## src/rtl/mag_pow_pkg.sv

```systemverilog
// Shared constants and helpers for the magnitude-power basis generator.
// Latency: n/a (package). Backpressure: n/a.
// Provides the alpha-max-beta-min shift amounts, tree-depth helpers and the
// round-half-up/saturate step applied after every power-tree multiply.
package mag_pow_pkg;

    // Widest DW the rounding helper supports (products carried in 2*MAX_DW bits).
    localparam int MAX_DW   = 32;

    // beta*min is approximated as (min>>2) + (min>>3) = 0.375*min.
    localparam int BETA_SH0 = 2;
    localparam int BETA_SH1 = 3;

    // Ceiling log2; clog2(1) = 0.
    function automatic int clog2(input int n);
        int r;
        r = 0;
        for (int v = 1; v < n; v = v << 1) begin
            r = r + 1;
        end
        return r;
    endfunction

    // Tree level at which |x|^k is produced: m_k = m_ceil(k/2) * m_floor(k/2).
    function automatic int tree_depth(input int k);
        return clog2(k);
    endfunction

    // Rescale a Q2.(2dw-2) product back to Q1.(dw-1) with round-half-up.
    // Returns {sat, value}; value bits above dw are always zero.
    // An overflowing product (top bit set, or rounding carries out) clamps to
    // all-ones in dw bits and raises sat.
    function automatic logic [MAX_DW:0] round_sat(input logic [2*MAX_DW-1:0] p,
                                                  input int dw);
        logic [2*MAX_DW-1:0] mask;
        logic [2*MAX_DW-1:0] sum;
        logic                sat;
        mask = ((2*MAX_DW)'(1) << dw) - (2*MAX_DW)'(1);
        sum  = ((p >> (dw - 1)) & mask) + (2*MAX_DW)'(p[dw-2]);
        sat  = p[2*dw-1] | sum[dw];
        return {sat, sat ? mask[MAX_DW-1:0] : sum[MAX_DW-1:0]};
    endfunction

endpackage

```

## src/rtl/mag_pow_gen_mag_ab_approx.sv

```systemverilog
// Two-stage alpha-max-beta-min magnitude: |I|,|Q| register then m1 register.
// Latency: 2 cycles from sample to m1. Backpressure: none, one sample per clock.
// Ports: clk, reset_b (async, active-low); in_valid gates the sample (invalid
// cycles inject zeros); sig_i/sig_q signed DW-bit I/Q; m1 unsigned Q1.(DW-1).
module mag_ab_approx
    import mag_pow_pkg::*;
#(
    parameter int DW = 20
)
(
    input  logic          clk,
    input  logic          reset_b,
    input  logic          in_valid,
    input  logic [DW-1:0] sig_i,
    input  logic [DW-1:0] sig_q,
    output logic [DW-1:0] m1
);

    localparam logic [DW-1:0] NEG_FULL = {1'b1, {(DW-1){1'b0}}};
    localparam logic [DW-1:0] POS_FULL = {1'b0, {(DW-1){1'b1}}};

    // |x| with the one unrepresentable case (-2^(DW-1)) clamped to full scale.
    function automatic logic [DW-1:0] sat_abs(input logic [DW-1:0] x);
        if (!x[DW-1]) begin
            return x;
        end
        if (x == NEG_FULL) begin
            return POS_FULL;
        end
        return -x;
    endfunction

    logic [DW-1:0] a_r;
    logic [DW-1:0] b_r;
    logic [DW-1:0] mx;
    logic [DW-1:0] mn;
    logic [DW-1:0] m1_next;

    always_ff @(posedge clk or negedge reset_b) begin
        if (!reset_b) begin
            a_r <= '0;
            b_r <= '0;
        end else begin
            a_r <= in_valid ? sat_abs(sig_i) : '0;
            b_r <= in_valid ? sat_abs(sig_q) : '0;
        end
    end

    // Both inputs are at most 2^(DW-1)-1, so max + 0.375*min stays below 2^DW.
    always_comb begin
        mx      = (a_r >= b_r) ? a_r : b_r;
        mn      = (a_r >= b_r) ? b_r : a_r;
        m1_next = mx + (mn >> BETA_SH0) + (mn >> BETA_SH1);
    end

    always_ff @(posedge clk or negedge reset_b) begin
        if (!reset_b) begin
            m1 <= '0;
        end else begin
            m1 <= m1_next;
        end
    end

endmodule

```

## src/rtl/mag_pow_gen.sv

```systemverilog
// Streaming |x|^0..|x|^(ORDER-1) basis generator for the DPD memory polynomial.
// Latency: 3 + ceil(log2(ORDER-1)) cycles. Backpressure: none, 1 sample/clock.
// Ports: clk, reset_b (async, active-low); in_valid, sig_in_i, sig_in_q sample
// in; sat_clr clears sat_flag; out_valid, mag_out (slice k = |x|^k), sat_flag
// (sticky: some power term saturated on a valid output since the last clear).
module mag_pow_gen
    import mag_pow_pkg::*;
#(
    parameter int DW    = 20,
    parameter int ORDER = 5
)
(
    input  logic                clk,
    input  logic                reset_b,
    input  logic                in_valid,
    input  logic [DW-1:0]       sig_in_i,
    input  logic [DW-1:0]       sig_in_q,
    input  logic                sat_clr,
    output logic                out_valid,
    output logic [ORDER*DW-1:0] mag_out,
    output logic                sat_flag
);

    // Number of multiplier levels; the deepest term is |x|^(ORDER-1).
    localparam int D = tree_depth(ORDER - 1);
    localparam logic [DW-1:0] UNITY = {1'b0, {(DW-1){1'b1}}};

    // Bit 0: abs stage, bit 1: m1 stage, bit 1+l: tree level l.
    logic [D+1:0]  vld_pipe;
    logic [DW-1:0] m1;
    logic [DW-1:0] fin [1:ORDER-1];
    logic          fin_sat;

    mag_ab_approx #(.DW(DW)) u_mag (
        .clk      (clk),
        .reset_b  (reset_b),
        .in_valid (in_valid),
        .sig_i    (sig_in_i),
        .sig_q    (sig_in_q),
        .m1       (m1)
    );

    always_ff @(posedge clk or negedge reset_b) begin
        if (!reset_b) begin
            vld_pipe <= '0;
        end else begin
            vld_pipe <= {vld_pipe[D:0], in_valid};
        end
    end

    if (D == 0) begin : g_no_tree
        assign fin[1]  = m1;
        assign fin_sat = 1'b0;
    end else begin : g_tree
        // lvl[l][k] holds |x|^k at level l; only terms with depth <= l exist.
        logic [DW-1:0]          lvl [1:D][1:ORDER-1];
        logic [D:1][ORDER-1:1]  term_sat;
        logic [D:1]             sat_pipe;

        for (genvar l = 1; l <= D; l++) begin : g_lvl
            for (genvar k = 1; k < ORDER; k++) begin : g_term
                if (tree_depth(k) == l) begin : g_mul
                    logic [DW-1:0]   op_a;
                    logic [DW-1:0]   op_b;
                    logic [2*DW-1:0] prod;
                    logic [MAX_DW:0] rs_full;
                    logic            rs_unused;

                    if (l == 1) begin : g_src_m1
                        assign op_a = m1;
                        assign op_b = m1;
                    end else begin : g_src_lvl
                        assign op_a = lvl[l-1][(k+1)/2];
                        assign op_b = lvl[l-1][k/2];
                    end

                    assign prod           = {{DW{1'b0}}, op_a} * {{DW{1'b0}}, op_b};
                    assign rs_full        = round_sat((2*MAX_DW)'(prod), DW);
                    assign rs_unused      = ^rs_full;
                    assign term_sat[l][k] = rs_full[MAX_DW];

                    always_ff @(posedge clk or negedge reset_b) begin
                        if (!reset_b) begin
                            lvl[l][k] <= '0;
                        end else begin
                            lvl[l][k] <= rs_full[DW-1:0];
                        end
                    end
                end else if (tree_depth(k) < l) begin : g_dly
                    // Term already computed: carry it down so all terms align.
                    assign term_sat[l][k] = 1'b0;
                    if (l == 1) begin : g_dly_m1
                        always_ff @(posedge clk or negedge reset_b) begin
                            if (!reset_b) begin
                                lvl[l][k] <= '0;
                            end else begin
                                lvl[l][k] <= m1;
                            end
                        end
                    end else begin : g_dly_lvl
                        always_ff @(posedge clk or negedge reset_b) begin
                            if (!reset_b) begin
                                lvl[l][k] <= '0;
                            end else begin
                                lvl[l][k] <= lvl[l-1][k];
                            end
                        end
                    end
                end else begin : g_none
                    assign term_sat[l][k] = 1'b0;
                end
            end
        end

        // Saturation events ride alongside the data they belong to.
        always_ff @(posedge clk or negedge reset_b) begin
            if (!reset_b) begin
                sat_pipe <= '0;
            end else begin
                sat_pipe[1] <= |term_sat[1];
                for (int l = 2; l <= D; l++) begin
                    sat_pipe[l] <= sat_pipe[l-1] | (|term_sat[l]);
                end
            end
        end

        for (genvar k = 1; k < ORDER; k++) begin : g_fin
            assign fin[k] = lvl[D][k];
        end
        assign fin_sat = sat_pipe[D];
    end

    // Output stage. Invalid samples were zeroed at the input, so only slice 0
    // (the constant |x|^0) needs explicit gating.
    always_ff @(posedge clk or negedge reset_b) begin
        if (!reset_b) begin
            out_valid <= 1'b0;
            mag_out   <= '0;
            sat_flag  <= 1'b0;
        end else begin
            out_valid       <= vld_pipe[D+1];
            mag_out[DW-1:0] <= vld_pipe[D+1] ? UNITY : '0;
            for (int k = 1; k < ORDER; k++) begin
                mag_out[k*DW +: DW] <= fin[k];
            end
            // A new saturation event beats a simultaneous clear.
            if (vld_pipe[D+1] && fin_sat) begin
                sat_flag <= 1'b1;
            end else if (sat_clr) begin
                sat_flag <= 1'b0;
            end
        end
    end

endmodule

```

## config.mk

```make
export PLATFORM = sky130hd
export DESIGN_NAME = mag_pow_gen
export DESIGN_NICKNAME = d
export VERILOG_FILES = /design/src/rtl/mag_pow_pkg.sv /design/src/rtl/mag_pow_gen_mag_ab_approx.sv /design/src/rtl/mag_pow_gen.sv
export SDC_FILE = /design/constraint.sdc
export NUM_CORES = 2
export LEC_CHECK = 0
export CAP_MARGIN = 25
export CELL_PAD_IN_SITES_DETAIL_PLACEMENT = 0
export CELL_PAD_IN_SITES_GLOBAL_PLACEMENT = 1
export CORE_MARGIN = 10
export CORE_UTILIZATION = 35
export CTS_CLUSTER_DIAMETER = 200
export DETAILED_ROUTE_END_ITERATION = 7
export PLACE_DENSITY_LB_ADDON = 0.08
export SYNTH_ARGS = -nofsm -noshare
export SYNTH_HDL_FRONTEND = slang
export SYNTH_SLANG_ARGS = --single-unit
```

## constraint.sdc

```tcl
create_clock -name clk -period 22.3 [get_ports clk]
set_input_delay 3.345 -clock clk [delete_from_list [all_inputs] [get_ports clk]]
set_output_delay 3.345 -clock clk [all_outputs]
set_load 0.1 [all_outputs]
```

==> key figures <==
Yosys
  • XOR/XNOR share of the synthesized area: 3.03%
  • Most frequent cell after synthesis: inv_1
  • Largest family of logic cells by synthesized area: adder cells
  • Ys async rst share: 100%
  • Cell area after technology mapping: 47400 um^2
  • Simple-gate area share of the yosys netlist: 13.9%
  • Syn_area_per_cell: 9.50 um^2
  • Synth warn: 0
  • Synth Register Bits: 268
  • Post-synthesis mux area share: 0.655%
  • Area leader, netlist: fa_1
  • Number of flops mapped to enable cells by yosys: 0
  • Unique masters post-synth: 80
  • Main flop type after synthesis: dfrtp_1
  • Mapped Cells: 4988
  • Post-synthesis compound-gate area fraction: 6.54%
  • Post-synth top area share: 37.7%
  • Sequential area share after synthesis: 14.2%
  • Top cells by area, synth: fa_1 (38%), dfrtp_1 (14%), ha_1 (13%)
  • Syn Nets: 6419
  • Top cells by count, synth: inv_1 (1134), fa_1 (893), nand2_1 (548)
  • Adder-cell share of the synthesized area: 50.8%

Layout
  • NumNets Final: 6431
  • Fillers: 13600
  • Share of cells above drive strength 1: 3.22%
  • Area Overhead vs Synth: 9.17%

Routing
  • Starting DRT DRC Count: 1155
  • Initial DRT Pass Iterations: 5
  • Avg WL per Cell: 18.4 um
  • Vias: 32300
  • DRC: 0
  • Post-Route WL: 125000 um
  • Vias per cell: 4.75
  • Post-route ant nets: 0

Clocking
  • Clk slew on worst S/H paths: 0.07 ns
  • # hold bufs at CTS: 0
  • Setup bufs post-CTS: 0
  • TritonCTS clock tree: yes
  • Number of clock sinks: 268
  • # H-tree levels: 2
  • TritonCTS buffer count: 34
  • CTS root buffer: clkbuf_16
  • Worst skew pair latency: 0.57 ns
  • Clock Tree Buf Depth: 3
  • Post-CTS Resized: 0

Setup path
  • Reg-to-reg endpoint: fin[22]
  • Crit path kind: reg2reg
  • Startpoint Class: register
  • Required time worst endpoint: 22.78 ns
  • CP max stage cell: a2111oi_0
  • CP arrival: 9.73 ns
  • Reg-to-Reg Start: g_tree.g_lvl[2].g_term[3].g_mul.op_a[8]
  • Crit path to: fin[22]
  • Most used cell along the critical path: fa_1
  • Largest stage delay on the critical path: 0.62 ns
  • R2R Setup Slk: 13.05 ns
  • R2R cell count: 31
  • Setup crit start: g_tree.g_lvl[2].g_term[3].g_mul.op_a[8]
  • Critical path peak fanout: 28
  • Crit end category: register

Timing
  • Max-slew headroom: 32.1%
  • RSZ-0062 raised after global routing: false
  • Post-layout minimum cycle time: 9.25 ns
  • Endpoints failing setup: 0
  • Fmax achieved: 108 MHz
  • Fin Setup TNS: 0 ns
  • Period utilization: 41.5%
  • Final Hold Viols: 0
  • Worst-margin pin slew: 1.01 ns
  • Hold_ws: 0.337 ns
  • Final clock skew: 0.0204 ns
  • Final Max Tran Viols: 0

Floorplanning
  • Row count: 134
  • Die ar.: 150000 um^2
  • Die Y: 388 um
  • Die width: 388 um
  • Starting Density: 35.4%
  • Core area: 134000 um^2
  • IO Pins: 146

GRT
  • Grt ovf: 0
  • Via count of the first global-routing pass: 36600
  • Total global-route track usage: 17.1%
  • Initial antenna violation count: 8
  • Largest net degree at the start of global routing: 121
  • First-pass GRT wire length: 206000 um

Hold path
  • Beginning of the worst hold path: fin[22]
  • Path type of the worst min-delay path: reg2reg

Job
  • Max-Cap Viols: 0

Place
  • Hpwl dp: 97500 um
  • # port buffers: 144
  • RePlAce Congestion: 0.777

Run status
  • Outcome: finished, final reports clean
==> placed cells by master (no fill, tap or decap), drive strengths merged, types with 6 or more instances in the layout <==
cell	instances
mux2i	22
inv	1137
clkdlybuf4s50	143
clkinv	8
xnor2	86
a21boi	35
o31ai	13
and3	17
or2	17
or3	26
nand4	28
a311oi	6
a21o	52
dfrtp	268
nand2	553
a21oi	116
fa	893
ha	494
buf	52
nand2b	18
o21a	24
nand3	42
or4	11
clkbuf	44
mux2	8
nor2	126
nor2b	21
a211oi	24
nand3b	6
nor4	10
o21ai	82
o21bai	11
and2	375
o211ai	15
a31oi	21
and4	11
nor3	36
xor2	78
o2111ai	7
==> cell families after synthesis <==
kind of cell	count (synthesis)
AND/OR/NAND/NOR	1317
multiplexers	30
adder cells (fa/ha/maj)	1388
flip-flops	268
buffers and inverters	1353
other	1
AO/OA/AOI/OAI	467
XOR/XNOR	164
==> worst min path at each step <==
stage | end | cells after the start
after detailed placement | mag_out[90] | 0
after global placement | mag_out[61] | 0
after CTS | mag_out[62] | 0
after global routing | mag_out[62] | 0
final | mag_out[62] | 0
after floorplan | mag_out[20] | 0
==> routing by layer <==
| metal | wire [um] | vias to the layer above | track usage [%] |
|---|---|---|---|
| li1 | - | 15200 | - |
| met5 | 32 | - | 0 |
| met4 | 2450 | 4 | 3.60 |
| met1 | 55400 | 16600 | 22.1 |
| met3 | 3460 | 114 | 1.64 |
| met2 | 64000 | 333 | 30.8 |
==> metrics by stage <==
stage | cells | utilization (%) | setup WS, ns | cell area [um^2]
after detailed placement | 6730 | 37.7 | 12.88 | 50600
final | 6795 | 38.6 | 13.05 | 51700
after CTS | 6791 | 38.6 | 12.87 | 51700
after global placement | 6728 | 37.7 | 12.85 | 50500
after floorplan | 4988 | - | 13.85 | 47400
after global routing | 6793 | 38.6 | 12.31 | 51700
==> sequential cells by signal, indices dropped and copies added (netlist names) <==
name,cells
mag_out,81
fin,80
g_tree.g_lvl.g_term.g_mul.op_a,20
g_tree.g_lvl.g_term.g_mul.op_b,20
u_mag.a_r,20
u_mag.b_r,20
u_mag.m1,20
vld_pipe,4
g_tree.sat_pipe,2
sat_flag,1
==> critical path, delay by kind of cell (launching register included) <==
family / cells / cell delay [ns]
buf+inv: 8 / 1.03
compound gates: 6 / 1.57
simple gates: 6 / 1.71
fa+ha+maj: 10 / 4.12
xor+xnor: 1 / 0.15
flops: 1 / 0.57
==> final cells by class <==
cell class / instances / area (um^2) / area share, %
multi-input cells: 3367 / 35500 / 68.7
flip-flops and latches: 268 / 6720 / 13.0
inverters: 1134 / 4260 / 8.23
well taps: 1768 / 2210 / 4.28
repair buffers: 195 / 1900 / 3.68
clock buffers: 44 / 908 / 1.76
clock inverters: 17 / 208 / 0.402
diodes: 2 / 5.00 / 0.00968
Power is not shown: default switching activity piles up to over one toggle a cycle in this logic, so the estimate is an artifact.
